**src/rtl/sqdet_pkg.sv**
```systemverilog
// Shared types and constants for the sqdet_multi sequence detector.
package sqdet_pkg;

    typedef enum logic {
        ST_FILL = 1'b0,
        ST_RUN  = 1'b1
    } state_e;

    localparam int PW_DEFAULT = 8;
    localparam int NP_DEFAULT = 2;
    localparam int CW_DEFAULT = 4;

    // Width of a counter that must reach the value pw.
    function automatic int fill_width(input int pw);
        return $clog2(pw + 1);
    endfunction

    function automatic int id_width(input int np);
        return (np > 1) ? $clog2(np) : 1;
    endfunction

endpackage

```
**src/rtl/sqdet_chan.sv**
```systemverilog
// One pattern channel: masked compare, registered detect pulse and a
// saturating match counter in which a synchronous clear beats an increment.
module sqdet_chan
    import sqdet_pkg::*;
#(
    parameter int PW = PW_DEFAULT,
    parameter int CW = CW_DEFAULT
) (
    input  logic          clk,
    input  logic          clrn,
    input  logic          win,
    input  logic [PW-1:0] hist_nx,
    input  logic [PW-1:0] setd,
    input  logic [PW-1:0] mask,
    input  logic          clr_cnt,
    output logic          match,
    output logic          dc,
    output logic [CW-1:0] c
);

    logic          dc_q, dc_d;
    logic [CW-1:0] cnt_q, cnt_d;

    always_comb begin
        // An all-zero mask would match everything, so it disables the channel.
        match = win && (mask != '0) && (((hist_nx ^ setd) & mask) == '0);
        dc_d  = match;
        cnt_d = cnt_q;
        if (clr_cnt) begin
            cnt_d = '0;
        end else if (match && (cnt_q != {CW{1'b1}})) begin
            cnt_d = cnt_q + CW'(1);
        end
    end

    always_ff @(posedge clk or negedge clrn) begin
        if (!clrn) begin
            dc_q  <= 1'b0;
            cnt_q <= '0;
        end else begin
            dc_q  <= dc_d;
            cnt_q <= cnt_d;
        end
    end

    assign dc = dc_q;
    assign c  = cnt_q;

endmodule

```
**src/rtl/sqdet_multi.sv**
```systemverilog
// Multi-channel serial sequence detector. Optional SQDET_HITLOG_EN adds
// hit_any/hit_id outputs reporting the lowest-index matching channel.
//
//   state   | meaning
//   --------+-----------------------------------------------------------
//   ST_FILL | collecting PW fresh valid bits; matches only on the PW-th
//   ST_RUN  | history full; every valid bit may produce a match
module sqdet_multi
    import sqdet_pkg::*;
#(
    parameter int PW = PW_DEFAULT,
    parameter int NP = NP_DEFAULT,
    parameter int CW = CW_DEFAULT
) (
    input  logic                   clk,
    input  logic                   clrn,
    input  logic                   en,
    input  logic                   ds,
    input  logic [NP*PW-1:0]       setd,
    input  logic [NP*PW-1:0]       mask,
    input  logic                   overlap,
    input  logic                   clr_cnt,
    output logic [NP-1:0]          dc,
    output logic [NP*CW-1:0]       c,
    output logic                   armed
`ifdef SQDET_HITLOG_EN
    ,
    output logic                   hit_any,
    output logic [id_width(NP)-1:0] hit_id
`endif
);

    localparam int FW = fill_width(PW);

    state_e          state_q, state_d;
    // The oldest bit is only ever needed combinationally, so it is not stored.
    logic [PW-2:0]   hist_q, hist_d;
    logic [PW-1:0]   hist_nx;
    logic [FW-1:0]   fill_q, fill_d;
    logic            last_fill;
    logic            win;
    logic [NP-1:0]   match;

    always_comb begin
        hist_nx   = {hist_q, ds};
        last_fill = (state_q == ST_FILL) && (fill_q == FW'(PW - 1));
        win       = en && (last_fill || (state_q == ST_RUN));
        hist_d    = hist_q;
        fill_d    = fill_q;
        state_d   = state_q;
        if (en) begin
            hist_d = hist_nx[PW-2:0];
            if (state_q == ST_FILL) begin
                fill_d = fill_q + FW'(1);
                if (last_fill) begin
                    state_d = ST_RUN;
                end
            end
            if ((|match) && !overlap) begin
                state_d = ST_FILL;
                fill_d  = '0;
            end
        end
    end

    always_ff @(posedge clk or negedge clrn) begin
        if (!clrn) begin
            state_q <= ST_FILL;
            hist_q  <= '0;
            fill_q  <= '0;
        end else begin
            state_q <= state_d;
            hist_q  <= hist_d;
            fill_q  <= fill_d;
        end
    end

    assign armed = (state_q == ST_RUN);

    for (genvar k = 0; k < NP; k++) begin : g_chan
        sqdet_chan #(
            .PW (PW),
            .CW (CW)
        ) u_chan (
            .clk     (clk),
            .clrn    (clrn),
            .win     (win),
            .hist_nx (hist_nx),
            .setd    (setd[k*PW +: PW]),
            .mask    (mask[k*PW +: PW]),
            .clr_cnt (clr_cnt),
            .match   (match[k]),
            .dc      (dc[k]),
            .c       (c[k*CW +: CW])
        );
    end

`ifdef SQDET_HITLOG_EN
    localparam int IW = id_width(NP);

    logic          hit_any_q, hit_any_d;
    logic [IW-1:0] hit_id_q, hit_id_d;

    always_comb begin
        hit_any_d = |match;
        hit_id_d  = hit_id_q;
        // Descending scan so the lowest matching index is the last written.
        for (int k = NP - 1; k >= 0; k--) begin
            if (match[k]) begin
                hit_id_d = IW'(k);
            end
        end
    end

    always_ff @(posedge clk or negedge clrn) begin
        if (!clrn) begin
            hit_any_q <= 1'b0;
            hit_id_q  <= '0;
        end else begin
            hit_any_q <= hit_any_d;
            hit_id_q  <= hit_id_d;
        end
    end

    assign hit_any = hit_any_q;
    assign hit_id  = hit_id_q;
`endif

endmodule
```
**config.mk**
```make
export PLATFORM = sky130hd
export DESIGN_NAME = sqdet_multi
export DESIGN_NICKNAME = d
export VERILOG_FILES = /design/src/rtl/sqdet_pkg.sv /design/src/rtl/sqdet_chan.sv /design/src/rtl/sqdet_multi.sv
export SDC_FILE = /design/constraint.sdc
export NUM_CORES = 1
export LEC_CHECK = 0
export ABC_AREA = 1
export CORE_MARGIN = 4
export CORE_UTILIZATION = 33
export CTS_BUF_LIST = sky130_fd_sc_hd__clkbuf_8
export DETAILED_ROUTE_END_ITERATION = 10
export HOLD_SLACK_MARGIN = 0.08
export MAX_ROUTING_LAYER = met4
export PLACE_DENSITY = 0.69
export RECOVER_POWER = 50
export SKIP_LAST_GASP = 1
export SYNTH_ARGS = -nofsm -noshare
export SYNTH_HDL_FRONTEND = slang
export SYNTH_SLANG_ARGS = --single-unit
export TNS_END_PERCENT = 1
```
**constraint.sdc**
```tcl
create_clock -name clk -period 2.6 [get_ports clk]
set_clock_uncertainty 0.15 [all_clocks]
set_input_delay 0.52 -clock clk [delete_from_list [all_inputs] [get_ports clk]]
set_output_delay 0.52 -clock clk [all_outputs]
set_load 0.05 [all_outputs]
```
==> results of run 1 <==
-- tightest hold or removal path, cell delays in order (launching register included) --
cell     delay, ns
dfrtp_1       0.39
nand2_1       0.07
nand2_1       0.06
-- placed cells by master, fill, tap and decap left out, types with 2 or more instances in the layout --
| cell | synthesis | routed |
|---|---|---|
| o21ai_1 | 4 | 4 |
| inv_2 | 5 | 5 |
| nand3_1 | 28 | 28 |
| nor2_1 | 16 | 16 |
| dlygate4sd3_1 | 0 | 2 |
| inv_1 | 26 | 26 |
| clkbuf_1 | 2 | 2 |
| clkinv_2 | 2 | 2 |
| xor2_1 | 7 | 7 |
| nand3_2 | 2 | 2 |
| clkbuf_8 | 0 | 3 |
| nand2_2 | 5 | 5 |
| clkdlybuf4s50_1 | 0 | 46 |
| dfrtp_1 | 22 | 22 |
| nand4_1 | 6 | 6 |
| ha_1 | 3 | 3 |
| nand2_1 | 66 | 66 |
| o21ai_0 | 7 | 7 |
| nor2_2 | 2 | 2 |
-- power by group --
part	internal (uW)	switching (uW)	total [uW]
Combinational	149	182	331
Clock	205	113	318
Sequential	393	57.2	450
-- worst paths after layout --
path | cells after the start | endpoint | slack, ns
max | 1 | c[2] | 0.40
min | 2 | fill_q[1]$_DFFE_PN0P_ | 0.40
max reg2reg | 12 | fill_q[1]$_DFFE_PN0P_ | 0.74
min reg2reg | 2 | fill_q[1]$_DFFE_PN0P_ | 0.40
max in group asynchronous | 2 | hist_q[4]$_DFFE_PN0P_ | 0.71
min in group asynchronous | 2 | g_chan[0].u_chan.dc$_DFF_PN0_ | 0.88
-- synth_stat cells (all sizes together) --
| library cell | instances | area share, % |
|---|---|---|
| o31ai | 1 | 0.53 |
| xor2 | 7 | 4.3 |
| nand4 | 6 | 2.6 |
| a21oi | 1 | 0.35 |
| or2 | 1 | 0.44 |
| dfrtp | 22 | 38 |
| ha | 3 | 2.6 |
| o21ai | 12 | 4.5 |
| nand3 | 30 | 11 |
| nor2 | 18 | 5.1 |
| buf | 2 | 1.0 |
| inv | 31 | 8.1 |
| clkinv | 2 | 0.70 |
| nand2 | 71 | 20 |
| clkbuf | 2 | 0.53 |
-- cells by family (layout without fill, tap and decap cells) --
family          count (synthesis)  in the layout  synth area share, %
compound gates                 14             14                5.337
simple gates                  126            126                38.85
buf+inv                        37             87                10.41
flops                          22             22                38.50
fa+ha+maj                       3              3                2.625
xor+xnor                        7              7                4.287
-- flip-flops by register name, summed over array words and instances (netlist names) --
| signal | cells |
|---|---|
| fill_q | 4 |
| armed | 1 |
| g_chan.u_chan.c | 8 |
| hist_q | 7 |
| g_chan.u_chan.dc | 2 |
-- stage by stage --
| step | hold slack [ns] | setup slack [ns] |
|---|---|---|
| final | 0.3978 | 0.3971 |
| after global routing | 0.4370 | 0.3563 |
| after CTS | 0.3935 | 0.3883 |
| after detailed placement | 0.3713 | 0.3473 |
| after global placement | 0.3488 | 0.3911 |
| after floorplan | 0.07441 | 0.8387 |
-- final cells by class --
class / instances / area, um2 / share of cell area [%]
clock buffer: 3 / 41.29 / 2.035
clock inverter: 1 / 30.03 / 1.480
inverter: 33 / 126.4 / 6.227
multi-input combinational: 150 / 730.7 / 36.00
sequential: 22 / 550.5 / 27.13
tap: 50 / 62.56 / 3.083
timing repair buffer: 50 / 488.0 / 24.04
-- metal layers --
layer / global-route usage (%) / up-vias / wire (um)
met5: - / - / 0
met4: 3.018 / 0 / 14
met3: 2.052 / 2 / 160
met2: 20.67 / 28 / 1618
met1: 18.69 / 637 / 1632
li1: - / 755 / -
==> flow_summary.yaml, run 1 <==
worst_setup_path:
  slowest_stage: "clkdlybuf4s50_1"
  rr_startpoint: "fill_q[0]$_DFFE_PN0P_"
  cp_data_required_time_ns: 1.93
  worstPathMaxFanout: 5
  cpLargestDelayFamily: "buffers and inverters"
  end_kind: "output pin"
  critPathArrivalTime_ns: 1.53
  crit_start: "g_chan[0].u_chan.c[2]$_DFFE_PN0P_"
  slowest_delay_ns: 0.84
  critical_path_class: "reg -> out"
  cp_cell_sequence: "clkdlybuf4s50_1"
  worst-path-buf-inv: 1
  startpoint_type: "flop"
drt:
  via_count: 1422
  firstDrtPassIters: 4
  routedWlPerCell_um: 11.08
  ant_nets: 0
  via_per_inst: 4.602
  drtIter0Drc: 51
  drt-total-wl_um: 3424
  drc: 0
global_route:
  grt_pass1_wl_um: 5616
  grt-ovfl-total: 0
  first_global_vias: 1269
  antenna_found_initial: 0
  grt_max_degree: 23
  grt.total_usage_pct: 13.46
sta:
  finalSetupViolations: 0
  post-route-min-period_ns: 2.203
  slew_viol_final: 0
  rsz0062_at_grt: "false"
  slew_headroom_pct: 19.35
  fin_crit_sh_pct: 84.73
  hold_viol: 0
  fin_setup_tns_ns: 0
  fmax_ghz: 0.4539
  max_slew.worst_pin.slew_ns: 1.210
cells_and_area:
  post-route-cell-area_um2: 2029
  utilization_pct: 49.66
  antenna_cells: 0
  drive_above_1_share_pct: 8.108
  stdcell_count: 309
  area_growth_syn_to_layout_pct: 41.91
  nNetsFinal: 301
  num-fill-cells: 425
worst_hold_path:
  min_path_type: "reg -> reg"
  worstHoldStart: "fill_q[1]$_DFFE_PN0P_"
placed_design:
  dpl.hpwl_um: 2766
  port_buffers: 48
  gp_congestion: 0.8611
  dpl_cell_area_um2: 1966
  dp.cells: 305
yosys:
  yosysSeqAreaShare_pct: 38.50
  synth_area_um2: 1430
  synth-warning-count: 0
  synthCells: 209
  synth_nets: 250
  syn-mean-instance-area_um2: 6.843
  synth_cell_type_count: 21
  yosys_register_bits: 22
clock_network:
  post_cts_buffers: 0
  cts_sinks: 22
  root_buffer: "clkbuf_8"
  cts_resized: 0
  hold_buffers: 0
  cts_tree: "done"
  clk_pin_slew_ns: 0.08
  clock_latency_ns: 0.26
  cts_max_path_buffers: 2
  numCtsBuffers: 3
  htree_levels: 1
die:
  dieHeight_um: 73.83
  die_w_um: 73.83
  rows: 23
  coreArea_um2: 4086
  num_io_pins: 49
  dieArea_um2: 5451
  start_util_pct: 35.00
pwr:
  total_power_uw: 1099
  p_leak_uw: 0.001022
  power_density_nw_per_um2: 541.6
  peakVddDrop_mv: 0.3771
run_status:
  outcome: "finished clean"
run:
  drv_cap: 0
Power figures use the tool's default switching activity.
==> run 2: changes to the inputs <==
==> constraint.sdc (replaced) <==
create_clock -name clk -period 2.1 [get_ports clk]
set_clock_uncertainty 0.15 [all_clocks]
set_input_delay 0.42 -clock clk [delete_from_list [all_inputs] [get_ports clk]]
set_output_delay 0.42 -clock clk [all_outputs]
set_load 0.05 [all_outputs]
==> run 2 against run 1 <==
Die area unchanged; final area down 0.55%; sequential share of layout area up 0.15 points; worst setup slack worse by 0.27 ns; clock-buffer cell count unchanged; critical path type unchanged; highest routed layer unchanged; utilization decreased by 0.28 points; clock power up 25%; total power is 23% higher; critical path depth stayed put.
==> flow_summary.yaml, run 2 (same netlist as run 1, synthesis figures left out) <==
clock_network:
  clk_pin_slew_ns: 0.08
  cts_tree: "done"
  post_cts_buffers: 0
  cts_sinks: 22
  root_buffer: "clkbuf_8"
  numCtsBuffers: 3
  clock_latency_ns: 0.26
  htree_levels: 1
  cts_resized: 0
  cts_max_path_buffers: 2
  hold_buffers: 0
worst_setup_path:
  startpoint_type: "flop"
  worst-path-buf-inv: 1
  slowest_delay_ns: 0.80
  slowest_stage: "clkdlybuf4s50_1"
  cp_cell_sequence: "clkdlybuf4s50_1"
  end_kind: "output pin"
  rr_startpoint: "fill_q[0]$_DFFE_PN0P_"
  cp_data_required_time_ns: 1.53
  worstPathMaxFanout: 1
  rr_endpoint: "fill_q[0]$_DFFE_PN0P_"
  cpLargestDelayFamily: "buffers and inverters"
  reg2reg_depth: 12
  reg2reg_slack_ns: 0.30
  critical_path_class: "reg -> out"
  critPathArrivalTime_ns: 1.40
cells_and_area:
  final_common_cell: "nand2_1"
  largest_reg_flops: 8
  num-fill-cells: 419
  final_cell_mix: "nand2_1 (66), clkdlybuf4s50_1 (38), nand3_1 (28)"
  nNetsFinal: 302
  area_growth_syn_to_layout_pct: 41.12
  drive_above_1_share_pct: 12.31
  antenna_cells: 0
run_status:
  outcome: "finished clean"
sta:
  fin_setup_tns_ns: 0
  slew_headroom_pct: 19.45
  post-route-min-period_ns: 1.973
  max_slew.worst_pin.slew_ns: 1.208
  hold_viol: 0
  worst_slack_ns: 0.1273
  fmax_ghz: 0.5069
  finalSetupViolations: 0
  slew_viol_final: 0
  fin_crit_sh_pct: 93.94
  rsz0062_at_grt: "false"
  worst_hold_slack_ns: 0.3709
drt:
  routedWlPerCell_um: 10.75
  drt-total-wl_um: 3334
  met1_length_um: 1596
  topRoutingLayerUsed: "met4"
  met2_length_um: 1539
  drc: 0
  via_count: 1383
  wl_met3_um: 153
  firstDrtPassIters: 4
  via_per_inst: 4.461
  ant_nets: 0
  drtIter0Drc: 70
die:
  dieArea_um2: 5451
  die_w_um: 73.83
  num_io_pins: 49
  coreArea_um2: 4086
  start_util_pct: 35.00
  rows: 23
  dieHeight_um: 73.83
global_route:
  grt-ovfl-total: 0
  grt_max_degree: 23
  grt.total_usage_pct: 13.76
  first_global_vias: 1303
  antenna_found_initial: 0
  grt_pass1_wl_um: 5706
pwr:
  peakVddDrop_mv: 0.5435
  p_leak_uw: 0.001049
  total_power_uw: 1353
  power_density_nw_per_um2: 670.5
worst_hold_path:
  hold_path_end: "fill_q[1]$_DFFE_PN0P_"
  min_path_type: "reg -> reg"
  worstHoldStart: "fill_q[1]$_DFFE_PN0P_"
  hold_depth: 2
placed_design:
  port_buffers: 48
  gp_congestion: 0.8405
  dpl_worst_slack_ns: -0.02006
  dpl.hpwl_um: 2722
run:
  drv_cap: 0
## run 2: cell types whose count changed in the layout (fill, tap and decap cells not counted), sizes merged
cell,before,now
buf,0,11
clkbuf,5,4
clkdlybuf4s50,46,38
dlygate4sd3,2,1
## run 2: power by group
| part | total, uW | internal [uW] | switching, uW |
|---|---|---|---|
| clock network | 398 | 255 | 144 |
| logic | 402 | 183 | 218 |
| registers | 553 | 486 | 66.9 |
## run 2: through the flow
stage | cells | area (um2) | utilization, %
floorplan | 209 | 1430 | -
global placement | 306 | 1951 | 47.73
detailed placement | 306 | 1951 | 47.73
CTS | 310 | 2022 | 49.48
global route | 310 | 2018 | 49.39
finish | 310 | 2018 | 49.39
## run 2: final cells by class
type	count	area [um2]	area share [%]
timing repair buffer	51	476.7	23.62
sequential	22	550.5	27.28
clock inverter	1	30.03	1.488
tap	50	62.56	3.100
inverter	33	126.4	6.262
multi-input combinational	150	730.7	36.21
clock buffer	3	41.29	2.046
## run 2: worst max-delay path by stage
| stage | startpoint | endpoint | slack [ns] | cells after the start |
|---|---|---|---|---|
| floorplan | armed$_DFFE_PN0P_ | fill_q[3]$_DFFE_PN0P_ | 0.34 | 11 |
| global placement | setd[5] | fill_q[0]$_DFFE_PN0P_ | -0.009 | 12 |
| detailed placement | setd[5] | fill_q[2]$_DFFE_PN0P_ | -0.02 | 12 |
| CTS | g_chan[1].u_chan.dc$_DFF_PN0_ | dc[1] | 0.11 | 1 |
| global route | setd[5] | fill_q[0]$_DFFE_PN0P_ | 0.06 | 12 |
| finish | g_chan[1].u_chan.dc$_DFF_PN0_ | dc[1] | 0.13 | 1 |
## run 2: routing by layer
| layer | global-route usage, % | up-vias |
|---|---|---|
| met1 | 18.63 | 592 |
| met4 | 4.829 | 0 |
| met5 | - | - |
| met2 | 20.96 | 29 |
| li1 | - | 757 |
| met3 | 1.915 | 5 |
==> run 3: changes to the inputs <==
--- a/config.mk
+++ b/config.mk
@@ -6,7 +6,6 @@
 export NUM_CORES = 1
 export LEC_CHECK = 0
 export ABC_AREA = 1
-export CORE_MARGIN = 4
 export CORE_UTILIZATION = 33
 export CTS_BUF_LIST = sky130_fd_sc_hd__clkbuf_8
 export DETAILED_ROUTE_END_ITERATION = 10
==> run 3 against run 2 <==
First-iteration DRC count down 10%; total power up 0.27%; sequential power about the same; die area down 16%; register-to-register slack worse by 0.05 ns; final area unchanged; worst setup slack better by 0.012 ns; non-clock buffer count unchanged; clock-buffer cell count unchanged; largest cell class unchanged.
==> flow_summary.yaml, run 3 (same netlist as run 1, synthesis figures left out) <==
global_route:
  grt_pass1_wl_um: 5395
  grt.total_usage_pct: 15.96
  grt-ovfl-total: 0
  antenna_found_initial: 0
  grt_max_degree: 23
  first_global_vias: 1304
worst_setup_path:
  reg2reg_slack_ns: 0.25
  critical_path_class: "reg -> out"
  cpLargestDelayFamily: "buffers and inverters"
  cp_data_required_time_ns: 1.53
  cp_cell_sequence: "clkdlybuf4s50_1"
  startpoint_type: "flop"
  worstPathMaxFanout: 1
  critPathArrivalTime_ns: 1.39
  worst-path-buf-inv: 1
  slowest_delay_ns: 0.79
  end_kind: "output pin"
  slowest_stage: "clkdlybuf4s50_1"
clock_network:
  post_cts_buffers: 0
  clk_pin_slew_ns: 0.09
  clock_latency_ns: 0.26
  root_buffer: "clkbuf_8"
  cts_resized: 0
  hold_buffers: 0
  htree_levels: 1
  cts_sinks: 22
  cts_tree: "done"
  cts_max_path_buffers: 2
  numCtsBuffers: 3
run_status:
  outcome: "finished clean"
cells_and_area:
  final_common_cell: "nand2_1"
  area_growth_syn_to_layout_pct: 41.12
  final_cell_mix: "nand2_1 (66), clkdlybuf4s50_1 (38), nand3_1 (28)"
  antenna_cells: 0
  drive_above_1_share_pct: 12.31
  stdcell_count: 310
  nNetsFinal: 302
  largest_reg_flops: 8
die:
  num_io_pins: 49
  dieHeight_um: 67.83
  coreArea_um2: 4086
  rows: 23
  die_w_um: 67.83
  start_util_pct: 35.00
  dieArea_um2: 4601
drt:
  via_count: 1398
  firstDrtPassIters: 4
  via_per_inst: 4.510
  drc: 0
  routedWlPerCell_um: 10.78
  drt-total-wl_um: 3341
  drtIter0Drc: 63
  ant_nets: 0
sta:
  rsz0062_at_grt: "false"
  post-route-min-period_ns: 1.960
  fin_crit_sh_pct: 93.34
  slew_headroom_pct: 19.28
  slew_viol_final: 0
  finalSetupViolations: 0
  max_slew.worst_pin.slew_ns: 1.211
  hold_viol: 0
  fmax_ghz: 0.5102
placed_design:
  dpl.hpwl_um: 2637
  dp.cells: 306
  gp_congestion: 0.7880
  port_buffers: 48
pwr:
  power_density_nw_per_um2: 672.3
  total_power_uw: 1357
  p_leak_uw: 0.001049
  peakVddDrop_mv: 0.3724
worst_hold_path:
  min_path_type: "reg -> reg"
run:
  drv_cap: 0
==> run 3: cell counts in the layout (fill, tap and decap cells not counted) <==
Identical to the previous run, type by type.
==> run 3: final timing paths <==
kind                                          startpoint                           endpoint  depth (start not counted)
max                        g_chan[1].u_chan.dc$_DFF_PN0_                              dc[1]                          1
min                                fill_q[1]$_DFFE_PN0P_              fill_q[1]$_DFFE_PN0P_                          2
max reg2reg                        fill_q[0]$_DFFE_PN0P_              fill_q[0]$_DFFE_PN0P_                         12
min reg2reg                        fill_q[1]$_DFFE_PN0P_              fill_q[1]$_DFFE_PN0P_                          2
max in group asynchronous                           clrn              hist_q[4]$_DFFE_PN0P_                          2
min in group asynchronous                           clrn  g_chan[0].u_chan.c[2]$_DFFE_PN0P_                          2
==> run 3: where the power goes <==
group	switching (uW)	leakage (uW)	total (uW)	internal, uW
combinational	221	0.000721	404	182
clock	143	0.0000357	397	255
sequential	69.8	0.000292	556	486
==> run 3: metrics by stage <==
| stage | hold slack [ns] | utilization [%] | setup WS, ns | TNS (ns) | cell area [um2] |
|---|---|---|---|---|---|
| floorplan | -0.02559 | - | 0.3387 | 0 | 1430 |
| global route | 0.4356 | 49.39 | 0.02140 | 0 | 2018 |
| global placement | 0.3498 | 47.73 | -0.01106 | -0.04151 | 1951 |
| detailed placement | 0.3464 | 47.73 | -0.05113 | -0.1748 | 1951 |
| finish | 0.3758 | 49.39 | 0.1398 | 0 | 2018 |
| CTS | 0.3745 | 49.48 | 0.1327 | 0 | 2022 |
==> run 3: cell type report <==
cell class              instances  area, um2
repair buffers                 51      476.7
clock inverters                 1      30.03
clock buffers                   3      41.29
multi-input cells             150      730.7
inverters                      33      126.4
well taps                      50      62.56
fillers                       413       2068
flip-flops and latches         22      550.5
==> run 3: per-layer routing <==
metal  vias to the layer above  GRT usage [%]  wire length [um]  share of wire (%)
met4                         0          4.427                19               0.57
met5                         -              -                 0                  0
met2                        23          26.11              1562                 47
met1                       611          21.06              1588                 48
li1                        762              -                 -                  -
met3                         2          1.500               171                5.1
